==> config.mk <==
export PLATFORM = sky130hd
export DESIGN_NAME = ones_vector_enumerator
export DESIGN_NICKNAME = d
export VERILOG_FILES = /design/src/rtl/ones_vector_enumerator.sv
export SDC_FILE = /design/constraint.sdc
export NUM_CORES = 1
export LEC_CHECK = 0
export ABC_AREA = 1
export BUFFER_PORTS_ARGS = -buffer_cell sky130_fd_sc_hd__buf_2
export CORE_AREA = 2 2 58 60
export CTS_CLUSTER_SIZE = 40
export DETAILED_ROUTE_END_ITERATION = 16
export DIE_AREA = 0 0 60 62
export HOLD_SLACK_MARGIN = 0.02
export SLEW_MARGIN = 20
export SYNTH_ARGS = -nofsm -noshare
export SYNTH_HDL_FRONTEND = slang
export SYNTH_SLANG_ARGS = --single-unit
==> constraint.sdc <==
create_clock -name clk -period 6.32 [get_ports clk]
set_input_delay 0.948 -clock clk [delete_from_list [all_inputs] [get_ports clk]]
set_output_delay 0.948 -clock clk [all_outputs]
set_load 0.05 [all_outputs]
==> src/rtl/ones_vector_enumerator.sv <==
`default_nettype none
// +----------------------------------------------------------------------------+
// | Module   : ones_vector_enumerator                                          |
// | Purpose  : Emits every WIDTH-bit vector holding exactly k set bits, in     |
// |            ascending numeric order, one vector per valid/ready handshake.  |
// | Options  : ONES_ENUM_SELFCHECK_EN adds a popcount/ordering checker and the |
// |            sticky chk_err output.                                          |
// | Revision : 1.0  initial release                                             |
// +----------------------------------------------------------------------------+

`ifdef ONES_ENUM_SELFCHECK_EN
// Population count of a WIDTH-bit vector.
module countOnes #(
  parameter int WIDTH = 5
) (
  input  logic [WIDTH-1:0]         in_i,
  output logic [$clog2(WIDTH+1)-1:0] cnt_o
);
  localparam int CW = $clog2(WIDTH+1);

  // Plain accumulate over all bit positions
  always_comb begin
    cnt_o = '0;
    for (int i = 0; i < WIDTH; i++) begin
      cnt_o = cnt_o + CW'(in_i[i]);
    end
  end
endmodule
`endif

module ones_vector_enumerator #(
  parameter  int WIDTH = 5,
  localparam int KW    = $clog2(WIDTH+1)
) (
  input  logic             clk,
  input  logic             rst,
  input  logic             start,
  input  logic [KW-1:0]    k,
  output logic             out_vld,
  input  logic             out_rdy,
  output logic [WIDTH-1:0] vec,
  output logic [WIDTH-1:0] idx,
  output logic             last,
  output logic             busy,
  output logic             err
`ifdef ONES_ENUM_SELFCHECK_EN
  ,
  output logic             chk_err
`endif
);

  // Shift amount must reach WIDTH+2 (trailing-zero count plus two).
  localparam int            SW      = KW + 1;
  localparam logic [KW:0]   WIDTH_K = (KW+1)'(WIDTH);

  typedef enum logic [0:0] {
    S_IDLE = 1'b0,
    S_RUN  = 1'b1
  } state_t;

  state_t             state_q, state_d;
  logic [WIDTH-1:0]   vec_q, vec_d;
  logic [WIDTH-1:0]   idx_q, idx_d;
  logic               last_q, last_d;
  logic [KW-1:0]      k_q, k_d;
  logic               err_q, err_d;

  // k ones packed at the LSB end: the first vector of a sequence.
  function automatic logic [WIDTH-1:0] low_ones(input logic [KW-1:0] kk);
    logic [WIDTH-1:0] m;
    m = '0;
    for (int i = 0; i < WIDTH; i++) begin
      m[i] = (i < int'(kk));
    end
    return m;
  endfunction

  // k ones packed at the MSB end: the final vector of a sequence.
  function automatic logic [WIDTH-1:0] high_ones(input logic [KW-1:0] kk);
    logic [WIDTH-1:0] m;
    m = '0;
    for (int i = 0; i < WIDTH; i++) begin
      m[i] = (i >= (WIDTH - int'(kk)));
    end
    return m;
  endfunction

  // Index of the lowest set bit (priority encoder, LSB wins).
  function automatic logic [SW-1:0] trailing_zeros(input logic [WIDTH:0] c);
    logic [SW-1:0] t;
    t = '0;
    for (int i = WIDTH; i >= 0; i--) begin
      if (c[i]) t = SW'(i);
    end
    return t;
  endfunction

  // Successor with the same popcount (Gosper's hack, divide replaced by shift)
  logic [WIDTH:0]  w_v, w_c, w_r, w_spill, w_next;
  logic [SW-1:0]   w_shamt;
  logic            w_next_is_last;

  always_comb begin
    w_v            = {1'b0, vec_q};
    w_c            = w_v & (-w_v);
    w_r            = w_v + w_c;
    w_shamt        = trailing_zeros(w_c) + SW'(2);
    w_spill        = (w_r ^ w_v) >> w_shamt;
    w_next         = w_r | w_spill;
    w_next_is_last = (w_next == {1'b0, high_ones(k_q)});
  end

  // State and datapath registers
  always_ff @(posedge clk) begin
    if (rst) begin
      state_q <= S_IDLE;
      vec_q   <= '0;
      idx_q   <= '0;
      last_q  <= 1'b0;
      k_q     <= '0;
      err_q   <= 1'b0;
    end else begin
      state_q <= state_d;
      vec_q   <= vec_d;
      idx_q   <= idx_d;
      last_q  <= last_d;
      k_q     <= k_d;
      err_q   <= err_d;
    end
  end

  // Next-state: accept start in IDLE, step the sequence on each handshake in RUN
  always_comb begin
    state_d = state_q;
    vec_d   = vec_q;
    idx_d   = idx_q;
    last_d  = last_q;
    k_d     = k_q;
    err_d   = 1'b0;
    case (state_q)
      S_IDLE: begin
        if (start) begin
          if ({1'b0, k} <= WIDTH_K) begin
            state_d = S_RUN;
            k_d     = k;
            vec_d   = low_ones(k);
            idx_d   = '0;
            last_d  = (k == '0) || ({1'b0, k} == WIDTH_K);
          end else begin
            err_d   = 1'b1;
          end
        end
      end
      S_RUN: begin
        if (out_rdy) begin
          if (last_q) begin
            // Sequence finished; clear the output registers for a clean IDLE.
            state_d = S_IDLE;
            vec_d   = '0;
            idx_d   = '0;
            last_d  = 1'b0;
          end else begin
            vec_d   = w_next[WIDTH-1:0];
            idx_d   = idx_q + WIDTH'(1);
            last_d  = w_next_is_last;
          end
        end
      end
      default: begin
        state_d = S_IDLE;
      end
    endcase
  end

  assign out_vld = (state_q == S_RUN);
  assign busy    = (state_q == S_RUN);
  assign vec     = vec_q;
  assign idx     = idx_q;
  assign last    = last_q;
  assign err     = err_q;

`ifdef ONES_ENUM_SELFCHECK_EN
  logic [KW-1:0]    w_cnt;
  logic             w_hs;
  logic             prev_vld_q;
  logic [WIDTH-1:0] prev_vec_q;
  logic             chk_err_q;

  countOnes #(.WIDTH(WIDTH)) u_count (
    .in_i  (vec_q),
    .cnt_o (w_cnt)
  );

  assign w_hs = (state_q == S_RUN) && out_rdy;

  // Sticky flag: wrong popcount or non-increasing vector on any handshake
  always_ff @(posedge clk) begin
    if (rst) begin
      prev_vld_q <= 1'b0;
      prev_vec_q <= '0;
      chk_err_q  <= 1'b0;
    end else if (w_hs) begin
      prev_vld_q <= !last_q;
      prev_vec_q <= vec_q;
      if ((w_cnt != k_q) || (prev_vld_q && (vec_q <= prev_vec_q))) begin
        chk_err_q <= 1'b1;
      end
    end
  end

  assign chk_err = chk_err_q;
`else
  // Checker not built: no extra state and no chk_err port.
`endif

endmodule
`default_nettype wire
==> insert_results.sql, run 1 <==
INSERT INTO impl_metrics (metric_group, metric, value, unit) VALUES
('min_path', 'hold_path.class', 'reg -> reg', ''),
('timing', 'setup_repair_after_global_routing_missed_its_margin', 'false', ''),
('floorplan', 'boundaryPins', '21', ''),
('yosys', 'postSynthCellCount', '192', ''),
('routing', 'antenna_left', '0', ''),
('min_path', 'hold_depth', '2', ''),
('place', 'dpl.hpwl', '2.25', 'mm'),
('pwr', 'leak_pwr', '0.000676', 'uW'),
('timing', 'timing_worst_slew_pin_value', '0.521', 'ns'),
('yosys', 'ys_seq_area_share', '26.7', '%'),
('cts', 'post_cts_resize_count', '0', ''),
('yosys', 'synth_ff_type', 'sky130_fd_sc_hd__dfxtp_1', ''),
('yosys', 'yosysWarnings', '0', ''),
('global_routing', 'global_route.overflow_total', '0', ''),
('cts', 'clk-insertion-delay-late', '0.29', 'ns'),
('timing', 'slew_headroom', '64.9', '%'),
('global_routing', 'grt_max_degree', '12', ''),
('global_routing', 'global_route_wire_length_before_repair', '4.69', 'mm'),
('cells_and_area', 'layout.cells.most_common_list', 'sky130_fd_sc_hd__nand2_1, sky130_fd_sc_hd__inv_1, sky130_fd_sc_hd__nor2_1, sky130_fd_sc_hd__buf_2, sky130_fd_sc_hd__o21ai_0', ''),
('setup_path', 'worst_ep_required_time', '6.56', 'ns'),
('pwr', 'power.ir.vdd_worst', '0.128', 'mV'),
('yosys', 'synth.net_count', '205', ''),
('floorplan', 'floorplan.die_area', '3720', 'um^2'),
('cts', 'cts_clk_pin_slew_worst_paths', '0.09', 'ns'),
('timing', 'fmax', '417', 'MHz'),
('timing', 'finalSetupViolCount', '0', ''),
('cts', 'cts_htree_levels', '1', ''),
('routing', 'drcViolationCount', '0', ''),
('setup_path', 'crit-reg2reg-capture', 'last$_SDFFE_PP0P_', ''),
('yosys', 'synth-async-reset-ratio', '0', '%'),
('routing', 'detailroute.via_count', '1237', ''),
('cells_and_area', 'most_common_cell_after_layout_fill_and_taps_aside', 'sky130_fd_sc_hd__nand2_1', ''),
('routing', 'drt_first_pass_iters', '4', ''),
('timing', 'post-route-worst-setup-slack', '3.92', 'ns'),
('setup_path', 'timing.critical_path.to_type', 'flip-flop', ''),
('place', 'place_area', '1330', 'um^2'),
('cts', 'cts_tree', 'built', ''),
('min_path', 'hp-start', 'k_q[0]$_SDFFE_PP0P_', ''),
('cts', 'numCtsBuffers', '3', ''),
('yosys', 'ys_ff_latch', '16', ''),
('flow_run', 'cap_violations', '0', ''),
('timing', 'fin_skew', '0.00499', 'ns'),
('yosys', 'synth_edf_count', '0', ''),
('cells_and_area', 'diodes', '0', ''),
('routing', 'initialDrtViolationCount', '55', ''),
('cts', 'clock_sinks', '16', ''),
('floorplan', 'floorplan.initialDensity', '37.7', '%'),
('yosys', 'post-synth-top-area-fraction', '26.7', '%'),
('cells_and_area', 'area_growth_from_synthesis_to_layout', '14.2', '%'),
('timing', 'finalCriticalPeriod', '2.40', 'ns'),
('pwr', 'power_density', '240', 'nW/um^2'),
('yosys', 'postSynthAreaPerCell', '6.24', 'um^2'),
('cells_and_area', 'final_core_util', '43.1', '%'),
('floorplan', 'die_width', '60', 'um'),
('cells_and_area', 'num-nets-final', '226', ''),
('routing', 'drt-total-wl', '2.78', 'mm'),
('timing', 'slew_violations', '0', ''),
('global_routing', 'antenna_found_initial', '0', ''),
('min_path', 'min_to', 'k_q[0]$_SDFFE_PP0P_', ''),
('global_routing', 'grt_pass1_vias', '1092', ''),
('place', 'place_congestion', '0.848', ''),
('place', 'port-buffer-count', '20', ''),
('run_status', 'outcome', 'complete, no violations', ''),
('floorplan', 'die_height', '62', 'um'),
('cells_and_area', 'layoutNonFillerInstCount', '258', ''),
('yosys', 'synth.cell_area', '1200', 'um^2'),
('yosys', 'synth.area.top_cells', 'sky130_fd_sc_hd__dfxtp_1, sky130_fd_sc_hd__nand2_1, sky130_fd_sc_hd__inv_1, sky130_fd_sc_hd__o21ai_0, sky130_fd_sc_hd__ha_1', ''),
('setup_path', 'rrSetupSlack', '3.92', 'ns'),
('setup_path', 'critPathKind', 'reg -> reg', ''),
('setup_path', 'arrival', '2.64', 'ns'),
('global_routing', 'gr-usage-all-layers', '16.4', '%');
## kinds of logic (layout without fill, tap and decap cells)
family          after synthesis  after routing  share of synthesized area [%]
buf+inv                      35             55                           11.7
simple gates                 89             89                           32.0
fa+ha+maj                     6              6                           6.26
flops                        16             16                           26.7
xor+xnor                      3              3                           2.19
compound gates               43             43                           21.1
## power breakdown
part	switching (uW)	internal (uW)
clock	31.8	35.1
combinational	97.8	42.5
sequential	12.4	109
total	142	186
## worst max-delay path by stage
stage / from / end / slack (ns) / cells past startpoint
detailed placement: k[2] / idx[4]$_SDFFE_PP0P_ / 3.87 / 8
finish: vec[0]$_SDFFE_PP0P_ / last$_SDFFE_PP0P_ / 3.92 / 14
CTS: vec[2]$_SDFFE_PP0P_ / last$_SDFFE_PP0P_ / 3.92 / 13
global route: vec[0]$_SDFFE_PP0P_ / last$_SDFFE_PP0P_ / 3.63 / 14
floorplan: vec[1]$_SDFFE_PP0P_ / last$_SDFFE_PP0P_ / 3.91 / 14
global placement: vec[0]$_SDFFE_PP0P_ / last$_SDFFE_PP0P_ / 3.94 / 14
## worst max-delay path: stages, from the launching register on
cell and delay, ns:
sky130_fd_sc_hd__dfxtp_1 0.46, sky130_fd_sc_hd__nor2_1 0.12, sky130_fd_sc_hd__o21ai_1 0.21, sky130_fd_sc_hd__inv_1 0.08
sky130_fd_sc_hd__ha_1 0.31, sky130_fd_sc_hd__nor2_1 0.24, sky130_fd_sc_hd__inv_1 0.10, sky130_fd_sc_hd__o21ai_1 0.24
sky130_fd_sc_hd__or2_0 0.15, sky130_fd_sc_hd__nand3_1 0.07, sky130_fd_sc_hd__nor2_1 0.12, sky130_fd_sc_hd__nand3_1 0.09
sky130_fd_sc_hd__nand3_1 0.08, sky130_fd_sc_hd__nand2_1 0.05, sky130_fd_sc_hd__inv_1 0.04
## registers in the layout (all words and copies together), names as in the netlist
signal,cells
err,1
idx,5
k_q,3
busy,1
last,1
vec,5
## layer usage
layer | up-vias | track usage [%] | share of wire [%]
li1 | 663 | - | -
met4 | 0 | 4.76 | 1.2
met1 | 544 | 22.5 | 51
met3 | 5 | 1.66 | 3.5
met2 | 25 | 27.3 | 44
met5 | - | 0 | 0
## cells in the mapped netlist (2+ instances only)
master                      n
sky130_fd_sc_hd__o21ai_1    3
sky130_fd_sc_hd__nand3_1    9
sky130_fd_sc_hd__nor2_1    20
sky130_fd_sc_hd__a221oi_1   3
sky130_fd_sc_hd__ha_1       6
sky130_fd_sc_hd__nor3_1     4
sky130_fd_sc_hd__a31oi_1    2
sky130_fd_sc_hd__o21ai_0   17
sky130_fd_sc_hd__inv_1     30
sky130_fd_sc_hd__nand2_1   44
sky130_fd_sc_hd__nor2_2     2
sky130_fd_sc_hd__a21oi_1   10
sky130_fd_sc_hd__xor2_1     2
sky130_fd_sc_hd__dfxtp_1   16
sky130_fd_sc_hd__nand2_2    5
sky130_fd_sc_hd__o211ai_1   2
sky130_fd_sc_hd__buf_4      2
## area by class of cell
cell class	instances	area (um^2)
fill	356	1810
multi-input combinational	141	738
sequential	16	320
inverter	31	116
timing repair buffer	20	100
tap	46	57.6
clock buffer	4	36.3
## per-stage QoR
stage,power [uW],hold WS (ns)
finish,328,0.496
CTS,329,0.499
global route,356,0.544
detailed placement,264,0.485
global placement,264,0.487
floorplan,235,0.450
Power figures use the tool's default switching activity.
==> inputs of run 2 (changes only) <==
clock period = 2.4 ns   (was 6.32 ns; I/O delays follow)
==> insert_results.sql, run 2 (synthesis results as in run 1) <==
INSERT INTO impl_metrics (metric_group, metric, value, unit) VALUES
('run_status', 'outcome', 'complete, no violations', ''),
('global_routing', 'grt_pass1_vias', '1041', ''),
('routing', 'initialDrtViolationCount', '39', ''),
('setup_path', 'timing.critical_path.to_type', 'flip-flop', ''),
('floorplan', 'die_height', '62', 'um'),
('flow_run', 'cap_violations', '0', ''),
('cts', 'numCtsBuffers', '3', ''),
('timing', 'setup_tns', '0', 'ns'),
('floorplan', 'floorplan.die_area', '3720', 'um^2'),
('timing', 'hold_viol_final', '0', ''),
('global_routing', 'gr-usage-all-layers', '15.3', '%'),
('cts', 'cts_htree_levels', '1', ''),
('setup_path', 'logic_depth_of_the_worst_register_to_register_path', '14', ''),
('setup_path', 'path_depth', '14', ''),
('pwr', 'swShare', '43.0', '%'),
('cts', 'cts_clk_pin_slew_worst_paths', '0.09', 'ns'),
('routing', 'detailroute.via_count', '1267', ''),
('global_routing', 'antenna_found_initial', '0', ''),
('cells_and_area', 'layout.cells.most_common_list', 'sky130_fd_sc_hd__nand2_1, sky130_fd_sc_hd__inv_1, sky130_fd_sc_hd__buf_2', ''),
('timing', 'timing_worst_slew_pin_value', '0.338', 'ns'),
('setup_path', 'start_of_the_worst_register_to_register_path', 'vec[0]$_SDFFE_PP0P_', ''),
('cts', 'cts_tree', 'built', ''),
('floorplan', 'core-area', '3180', 'um^2'),
('setup_path', 'critPathKind', 'reg -> reg', ''),
('pwr', 'total_internal_power', '497', 'uW'),
('global_routing', 'grt_max_degree', '12', ''),
('cells_and_area', 'post_route_cells_drive_above_1_share', '18.7', '%'),
('timing', 'finalCriticalPeriod', '2.13', 'ns'),
('setup_path', 'slowest_delay', '0.42', 'ns'),
('global_routing', 'global_route_wire_length_before_repair', '4.40', 'mm'),
('setup_path', 'rrSetupSlack', '0.27', 'ns'),
('setup_path', 'last_element_of_the_critical_path', 'last$_SDFFE_PP0P_', ''),
('cells_and_area', 'area_growth_from_synthesis_to_layout', '15.8', '%'),
('cells_and_area', 'final_core_util', '43.6', '%'),
('setup_path', 'worst_ep_required_time', '2.64', 'ns'),
('floorplan', 'floorplan.initialDensity', '37.7', '%'),
('cells_and_area', 'num-nets-final', '228', ''),
('cells_and_area', 'most_common_cell_after_layout_fill_and_taps_aside', 'sky130_fd_sc_hd__nand2_1', ''),
('setup_path', 'arrival', '2.38', 'ns'),
('timing', 'slew_headroom', '77.4', '%'),
('pwr', 'leak_pwr', '0.000686', 'uW'),
('routing', 'drt-total-wl', '2.69', 'mm'),
('timing', 'fin_skew', '0.00158', 'ns'),
('setup_path', 'critical_path.n_buffers_inverters', '3', ''),
('setup_path', 'crit_path_leading_delay_family', 'simple AND/OR/NAND/NOR gates', ''),
('pwr', 'combinationalPowerShare', '43.5', '%'),
('place', 'dpl.hpwl', '2.19', 'mm'),
('cells_and_area', 'filler_cell_count', '334', ''),
('cts', 'maximum_number_of_buffers_from_clock_root_to_sink', '2', ''),
('routing', 'drt_first_pass_iters', '4', ''),
('routing', 'antenna_left', '0', ''),
('pwr', 'power_density', '629', 'nW/um^2'),
('pwr', 'netSwitchingPower', '375', 'uW'),
('timing', 'final_min_period_over_clock_period', '89.0', '%'),
('setup_path', 'timing.critical_path.from', 'vec[0]$_SDFFE_PP0P_', ''),
('setup_path', 'cp_slowest_cell', 'sky130_fd_sc_hd__dfxtp_1', ''),
('min_path', 'hold_path.class', 'in -> reg', ''),
('pwr', 'design_power_total', '872', 'uW'),
('cts', 'clk-insertion-delay-late', '0.29', 'ns'),
('timing', 'finalSetupViolCount', '0', ''),
('cells_and_area', 'diodes', '0', ''),
('pwr', 'p_clk_share', '20.5', '%'),
('pwr', 'power.ir.vdd_worst', '0.323', 'mV'),
('setup_path', 'timing.critical_path.cells', 'nor2_1 -> o21ai_1 -> inv_1 -> ha_1 -> nor2_2 -> inv_1 -> o21ai_1 -> or2_0 -> nand3_1 -> nor2_1 -> nand3_1 -> nand3_1 -> nand2_1 -> inv_1', ''),
('cts', 'clock_sinks', '16', ''),
('timing', 'fin_worst_hold_slack', '0.339', 'ns'),
('timing', 'fmax', '468', 'MHz'),
('global_routing', 'global_route.overflow_total', '0', ''),
('floorplan', 'die_width', '60', 'um'),
('place', 'place_congestion', '0.955', ''),
('floorplan', 'num_rows', '21', ''),
('timing', 'slew_violations', '0', ''),
('place', 'port-buffer-count', '20', ''),
('cts', 'cts-root-buf', 'sky130_fd_sc_hd__clkbuf_4', ''),
('setup_path', 'worst_setup_path_start_kind', 'flip-flop', ''),
('routing', 'vias_per_cell', '4.87', ''),
('pwr', 'seq_power_share', '36.0', '%'),
('routing', 'avgRoutedWirePerCell', '10.3', 'um'),
('setup_path', 'critPathMaxFanout', '6', ''),
('setup_path', 'crit-reg2reg-capture', 'last$_SDFFE_PP0P_', ''),
('floorplan', 'boundaryPins', '21', ''),
('routing', 'drcViolationCount', '0', '');
[run 2: stage by stage]
stage | setup WS, ns | cells | area, um^2
detailed placement | 0.209 | 256 | 1350
finish | 0.265 | 260 | 1390
floorplan | 0.0115 | 192 | 1200
CTS | 0.193 | 260 | 1390
global route | -0.00489 | 260 | 1390
global placement | 0.238 | 256 | 1350
[run 2: cell type report]
class	instances	area [um^2]	area share, %
multi-input combinational	141	741	53.4
clock buffer	4	36.3	2.61
inverter	31	116	8.39
tap	46	57.6	4.15
timing repair buffer	22	115	8.30
sequential	16	322	23.2
[run 2: power by group through the flow]
stage / clock [uW] / sequential, uW / combinational (uW)
after global routing: 196 / 318 / 428
after detailed placement: 0 / 320 / 379
after floorplan: 0 / 373 / 246
final: 179 / 314 / 380
after global placement: 0 / 320 / 383
after CTS: 185 / 314 / 380
[run 2: worst min-delay path by stage]
stage	start	endpoint	slack (ns)	depth (start not counted)
CTS	rst	busy$_SDFF_PP0_	0.34	2
global route	rst	k_q[0]$_SDFFE_PP0P_	0.33	2
detailed placement	k_q[0]$_SDFFE_PP0P_	k_q[0]$_SDFFE_PP0P_	0.48	2
finish	rst	k_q[0]$_SDFFE_PP0P_	0.34	2
global placement	k_q[0]$_SDFFE_PP0P_	k_q[0]$_SDFFE_PP0P_	0.48	2
floorplan	k_q[0]$_SDFFE_PP0P_	k_q[0]$_SDFFE_PP0P_	0.45	2
[run 2: repair_timing]
action / CTS / global route
setup buffers: 0 / 0
setup endpoints to repair: 0 / 1
hold buffers: 0 / 0
gates resized for setup: 0 / 1
[run 2: metal layers]
| metal | vias up | wire, um | track usage, % |
|---|---|---|---|
| li1 | 671 | - | - |
| met1 | 567 | 1320 | 20.8 |
| met2 | 25 | 1240 | 25.8 |
| met3 | 4 | 102 | 1.24 |
| met4 | 0 | 22 | 4.76 |
| met5 | - | 0 | 0 |
